--- config.mk ---
export PLATFORM = sky130hd
export DESIGN_NAME = t02_regfile_sb_flat
export DESIGN_NICKNAME = d
export VERILOG_FILES = /design/src/rtl/t02_regfile_sb_if.sv /design/src/rtl/t02_regfile_sb.sv /design/src/flat_wrapper.sv
export SDC_FILE = /design/constraint.sdc
export NUM_CORES = 2
export LEC_CHECK = 0
export CAP_MARGIN = 10
export CORE_MARGIN = 2
export CORE_UTILIZATION = 55
export DETAILED_ROUTE_END_ITERATION = 12
export PLACE_DENSITY_LB_ADDON = 0.08
export SYNTH_ARGS = -nofsm -noshare
export SYNTH_HDL_FRONTEND = slang
export SYNTH_SLANG_ARGS = --single-unit
--- constraint.sdc ---
create_clock -name clk -period 2.9 [get_ports clk]
set_input_delay 0.58 -clock clk [delete_from_list [all_inputs] [get_ports clk]]
set_output_delay 0.58 -clock clk [all_outputs]
set_load 0.01 [all_outputs]
--- src/rtl/t02_regfile_sb_if.sv ---
// rtl/t02_regfile_sb_if.sv - decode/writeback bus of the t02 scoreboarded register file
// Master is the pipeline side (decode + writeback), slave is the register file.
interface t02_regfile_sb_if #(
  parameter int DATA_W   = 32,
  parameter int NUM_REGS = 32,
  parameter int NUM_RD   = 2
);
  localparam int IDX_W = (NUM_REGS > 1) ? $clog2(NUM_REGS) : 1;

  logic                       en;
  logic                       wr_en;
  logic [IDX_W-1:0]           wr_idx;
  logic [DATA_W-1:0]          wr_data;
  logic                       rsv_en;
  logic [IDX_W-1:0]           rsv_idx;
  logic [NUM_RD*IDX_W-1:0]    rd_idx;
  logic [NUM_RD*DATA_W-1:0]   rd_data;
  logic [NUM_RD-1:0]          rd_pend;
  logic [IDX_W:0]             pend_cnt;

  modport master (
    output en, wr_en, wr_idx, wr_data, rsv_en, rsv_idx, rd_idx,
    input  rd_data, rd_pend, pend_cnt
  );

  modport slave (
    input  en, wr_en, wr_idx, wr_data, rsv_en, rsv_idx, rd_idx,
    output rd_data, rd_pend, pend_cnt
  );
endinterface

--- src/rtl/t02_regfile_sb.sv ---
// rtl/t02_regfile_sb.sv - parametrised register file with per-register pending bits and pending count
// Optional write-through forwarding to the read ports: define T02_RF_BYPASS_EN.
module t02_regfile_sb #(
  parameter int DATA_W   = 32,
  parameter int NUM_REGS = 32,
  parameter int NUM_RD   = 2,
  parameter int ZERO_REG = 1
) (
  input  logic              clk,
  input  logic              nRST,
  t02_regfile_sb_if.slave   bus
);
  localparam int IDX_W = (NUM_REGS > 1) ? $clog2(NUM_REGS) : 1;
  localparam logic [IDX_W:0] NUM_REGS_W = (IDX_W + 1)'(NUM_REGS);

  logic [NUM_REGS-1:0][DATA_W-1:0] regs_q, regs_d;
  logic [NUM_REGS-1:0]             pend_q, pend_d;
  logic [IDX_W:0]                  pend_cnt_q, pend_cnt_d;

  logic                            wr_ok;
  logic                            rsv_ok;
  logic                            pend_set;
  logic                            pend_clr;
  logic [IDX_W-1:0]                rd_sel;
  logic [NUM_RD*DATA_W-1:0]        rd_data_c;
  logic [NUM_RD-1:0]               rd_pend_c;

  // Index exists and is not the hardwired zero register.
  function automatic logic idx_ok(input logic [IDX_W-1:0] idx);
    return ({1'b0, idx} < NUM_REGS_W) && !((ZERO_REG != 0) && (idx == '0));
  endfunction

  always_comb begin
    wr_ok    = bus.en & bus.wr_en & idx_ok(bus.wr_idx);
    rsv_ok   = bus.en & bus.rsv_en & idx_ok(bus.rsv_idx);
    regs_d   = regs_q;
    pend_d   = pend_q;
    pend_set = 1'b0;
    pend_clr = 1'b0;

    if (wr_ok) begin
      regs_d[bus.wr_idx] = bus.wr_data;
      pend_d[bus.wr_idx] = 1'b0;
      pend_clr           = pend_q[bus.wr_idx];
    end

    // Reserve is applied after the write so a same-index pair leaves the bit set.
    if (rsv_ok) begin
      pend_d[bus.rsv_idx] = 1'b1;
      pend_set            = ~pend_q[bus.rsv_idx];
      if (wr_ok && (bus.wr_idx == bus.rsv_idx)) begin
        pend_clr = 1'b0;
      end
    end

    pend_cnt_d = pend_cnt_q + {{IDX_W{1'b0}}, pend_set} - {{IDX_W{1'b0}}, pend_clr};
  end

  always_ff @(posedge clk or negedge nRST) begin
    if (!nRST) begin
      regs_q     <= '0;
      pend_q     <= '0;
      pend_cnt_q <= '0;
    end else begin
      regs_q     <= regs_d;
      pend_q     <= pend_d;
      pend_cnt_q <= pend_cnt_d;
    end
  end

  always_comb begin
    rd_data_c = '0;
    rd_pend_c = '0;
    rd_sel    = '0;
    for (int p = 0; p < NUM_RD; p++) begin
      rd_sel = bus.rd_idx[p*IDX_W +: IDX_W];
      if (idx_ok(rd_sel)) begin
        rd_data_c[p*DATA_W +: DATA_W] = regs_q[rd_sel];
        rd_pend_c[p]                  = pend_q[rd_sel];
      end
`ifdef T02_RF_BYPASS_EN
      if (wr_ok && (bus.wr_idx == rd_sel)) begin
        rd_data_c[p*DATA_W +: DATA_W] = bus.wr_data;
        rd_pend_c[p]                  = 1'b0;
      end
`else
`endif
    end
  end

  assign bus.rd_data  = rd_data_c;
  assign bus.rd_pend  = rd_pend_c;
  assign bus.pend_cnt = pend_cnt_q;
endmodule
--- src/flat_wrapper.sv ---
// flat-port wrapper written by rule: the top's interface ports become plain ports
module t02_regfile_sb_flat 
#(
  parameter int DATA_W   = 32,
  parameter int NUM_REGS = 32,
  parameter int NUM_RD   = 2,
  parameter int ZERO_REG = 1
)
  (clk, nRST, bus_en, bus_wr_en, bus_wr_idx, bus_wr_data, bus_rsv_en, bus_rsv_idx, bus_rd_idx, bus_rd_data, bus_rd_pend, bus_pend_cnt);
  t02_regfile_sb_if #(.DATA_W(DATA_W), .NUM_REGS(NUM_REGS), .NUM_RD(NUM_RD)) bus_i ();
  input  logic clk;
  input  logic nRST;
  input wire logic [$bits(bus_i.en)-1:0] bus_en;
  input wire logic [$bits(bus_i.wr_en)-1:0] bus_wr_en;
  input wire logic [$bits(bus_i.wr_idx)-1:0] bus_wr_idx;
  input wire logic [$bits(bus_i.wr_data)-1:0] bus_wr_data;
  input wire logic [$bits(bus_i.rsv_en)-1:0] bus_rsv_en;
  input wire logic [$bits(bus_i.rsv_idx)-1:0] bus_rsv_idx;
  input wire logic [$bits(bus_i.rd_idx)-1:0] bus_rd_idx;
  output wire logic [$bits(bus_i.rd_data)-1:0] bus_rd_data;
  output wire logic [$bits(bus_i.rd_pend)-1:0] bus_rd_pend;
  output wire logic [$bits(bus_i.pend_cnt)-1:0] bus_pend_cnt;
  assign bus_i.en = bus_en;
  assign bus_i.wr_en = bus_wr_en;
  assign bus_i.wr_idx = bus_wr_idx;
  assign bus_i.wr_data = bus_wr_data;
  assign bus_i.rsv_en = bus_rsv_en;
  assign bus_i.rsv_idx = bus_rsv_idx;
  assign bus_i.rd_idx = bus_rd_idx;
  assign bus_rd_data = bus_i.rd_data;
  assign bus_rd_pend = bus_i.rd_pend;
  assign bus_pend_cnt = bus_i.pend_cnt;
  t02_regfile_sb #(.DATA_W(DATA_W), .NUM_REGS(NUM_REGS), .NUM_RD(NUM_RD), .ZERO_REG(ZERO_REG)) u_core (.clk(clk), .nRST(nRST), .bus(bus_i));
endmodule
==> impl_metrics.csv <==
group,metric,value,unit
detailed_routing,post-route-drc-count,0,
worst_setup_path,path_buf_inv,3,
power_and_ir_drop,p_seq_share,43.4,%
timing,setup_violations,66,
timing,period_share,107,%
cts,cts_inserted_buffers,117,
finish,nets,4032,
cts,htreeDepth,3,
worst_setup_path,crit_required,2.32,ns
run,maxCapViolations,0,
finish,multi_input_area,28900,sq um
timing,finalMaxSlewViolations,0,
power_and_ir_drop,powerDensity,610,nW/um^2
cts,cts.sinks,1062,
finish,syn_to_final_growth,21.4,%
cts,clkSlewWorstSetupHoldPaths,0.06,ns
run_status,violations,"setup timing",
min_path,hold_class,"flip-flop to flip-flop",
detailed_routing,detail_route.wl_per_cell,34.2,microns
cts,clockBufferDepth,3,
synthesis,ys.flop_type,"dfrtp_1",
global_routing,grt_usage,35.5,%
floorplanning,core_area,103000,sq um
detailed_routing,ant_nets,0,
finish,register_area,26600,sq um
floorplanning,die-area,107000,sq um
timing,min_period,3.10,ns
synthesis,synthArstFlopShare,100,%
detailed_routing,wl,186,mm
worst_setup_path,worst_path_largest_cell_delay,0.50,ns
placement,port_buffers,128,
timing,skew,0.0138,ns
floorplanning,io_pins,129,
finish,drive_above_1_share,63.5,%
placement,post-place-ws,-0.778,ns
power_and_ir_drop,power.clock.fraction,36.0,%
timing,fmax,323,MHz
detailed_routing,initialDrtViolationCount,3446,
floorplanning,dieWidth,327,microns
timing,finalHoldViolCount,0,
detailed_routing,via_per_inst,6.91,
cts,cts-root-buf,"clkbuf_16",
worst_setup_path,crit_chain,"buf_6, mux4_2, mux4_2, clkinv_2, a221oi_4, buf_6",
global_routing,grt_max_degree,104,
worst_setup_path,critPathArrivalTime,2.52,ns
power_and_ir_drop,switching_share,26.9,%
worst_setup_path,critical_path.slowest_cell,"mux4_2",
power_and_ir_drop,ir_drop,626,uV
floorplanning,row_count,118,
finish,fillCellCount,7059,
global_routing,grt_pass1_vias,40000,
worst_setup_path,critPathCaptureType,"output pin",
global_routing,antenna_found_initial,4,
global_routing,overflow,0,
synthesis,syn_area_per_cell,16.1,sq um
synthesis,synth_edf_count,0,
global_routing,grt_pass1_wl,276,mm
synthesis,synth_area,57300,sq um
cts,cts_tree,"done",
timing,timing.final.ws_setup,-0.196,ns
synthesis,syn_nets,3629,
floorplanning,die_h,327,microns
worst_setup_path,path_delay_family,"multiplexers",
finish,final_core_util,67.3,%
power_and_ir_drop,switchingPower,11.4,mW
power_and_ir_drop,p_int,31.0,mW
power_and_ir_drop,leakagePower,30.8,nW
synthesis,ys_seq_area_share,46.4,%
detailed_routing,num_vias,37600,
finish,mostFrequentLayoutCell,"dfrtp_1",
worst_setup_path,startpoint_type,"flip-flop",
worst_setup_path,criticalPathCategory,"flip-flop to output pin",
timing,slew_headroom,28.0,%
synthesis,yosys_warnings,0,
timing,timing.hold.ws,0.396,ns
run_status,status,"complete, but fails checks",
power_and_ir_drop,p_total,42.4,mW
power_and_ir_drop,power_frac_comb,20.6,%
synthesis,synth-seq-cells,1062,
synthesis,syn_inst,3565,
timing,timing.setup.tns,-7.38,ns
placement,dp_hpwl,122,mm
finish,mostFrequentLayoutCells,"1055 x dfrtp_1, 940 x mux2_2, 606 x mux4_2",
detailed_routing,drt_first_pass_iters,6,
placement,gp_congestion,0.888,
timing,rsz0062_at_grt,"true",
floorplanning,start_util,55.4,%
synthesis,synth_cell_type_count,47,
worst_setup_path,crit_fanout,3,
cts,clk_latency,0.70,ns
timing,worst_pin_slew,1.08,ns
path summary, 6_finish.rpt:
kind                       cells after the start  slack [ns]               from                      to
min in group asynchronous                      2        0.47               nRST      u_core.regs_q[477]
hold / removal                                 0        0.40  u_core.regs_q[20]       u_core.regs_q[20]
setup / recovery                               6       -0.20  u_core.pend_q[30]          bus_rd_pend[1]
setup reg to reg                              13        0.01  u_core.pend_q[29]  u_core.bus.pend_cnt[4]
hold reg to reg                                0        0.40  u_core.regs_q[20]       u_core.regs_q[20]
max in group asynchronous                      3        1.43               nRST      u_core.regs_q[750]
metal layers:
layer  global-route usage [%]  wire length, microns  up-vias
met5                        0                    27        -
met4                     14.1                  8340        6
met3                     6.83                 15600      462
met2                     55.5                 88100     1960
met1                     49.7                 74300    20400
li1                         -                     -    14800
timing repair:
item / CTS / global route
hold buffers: 1 / 0
buffers inserted: 53 / 36
cloned: 7 / 4
hold endpoints to repair: 33 / 0
pin swaps: 37 / 24
resized for setup: 425 / 61
endpoints found under the setup margin: 68 / 69
per-stage QoR:
stage          area [sq um]  std cells
2_1_floorplan         57300       3565
3_3_place_gp          64000       5150
3_5_place_dp          64000       5150
4_1_cts               68900       5407
5_1_grt               69500       5445
6_report              69500       5445
cells by family (layout without fill, tap and decap cells):
| family | Yosys count | count (layout) | share of synthesized area [%] |
|---|---|---|---|
| AO/OA/AOI/OAI | 190 | 190 | 3.30 |
| other | 0 | 1 | 0 |
| adder cells (fa/ha/maj) | 7 | 7 | 0.166 |
| flip-flops | 1062 | 1062 | 46.4 |
| multiplexers | 1673 | 1673 | 44.6 |
| buffers and inverters | 507 | 1006 | 4.30 |
| XOR/XNOR | 10 | 10 | 0.153 |
| AND/OR/NAND/NOR | 116 | 116 | 1.03 |
layout make-up:
type	count	area share, %
clock buffers	176	5.07
well taps	1380	2.48
flip-flops and latches	1062	38.2
repair buffers	703	11.3
clock inverters	39	0.630
inverters	88	0.621
multi-input cells	1996	41.6
diodes	1	0.00360
registers in the layout, indices dropped and copies added, names as in the netlist:
signal and cells:
u_core.regs_q 1024, u_core.pend_q 32, u_core.bus.pend_cnt 6
cell usage after synthesis, types with 28 or more instances:
master / number / area, sq um
mux2i_1: 75 / 751
dfrtp_1: 1062 / 26600
o221ai_1: 66 / 578
a221oi_2: 62 / 931
clkinv_1: 66 / 248
buf_6: 36 / 405
mux2_1: 52 / 586
buf_2: 138 / 691
nor2_1: 33 / 124
mux2_2: 940 / 10600
mux4_2: 606 / 13600
buf_4: 31 / 233
clkbuf_1: 201 / 754
o21ai_0: 28 / 140
power groups by stage:
stage	clock, mW	sequential [mW]	combinational (mW)
6_report	15.3	18.4	8.73
5_1_grt	16.1	18.6	9.27
4_1_cts	15.5	18.3	8.55
3_5_place_dp	0	18.6	8.28
3_3_place_gp	0	18.3	8.04
2_1_floorplan	0	18.0	5.61
Note: power is estimated with default switching activity, not from simulation.
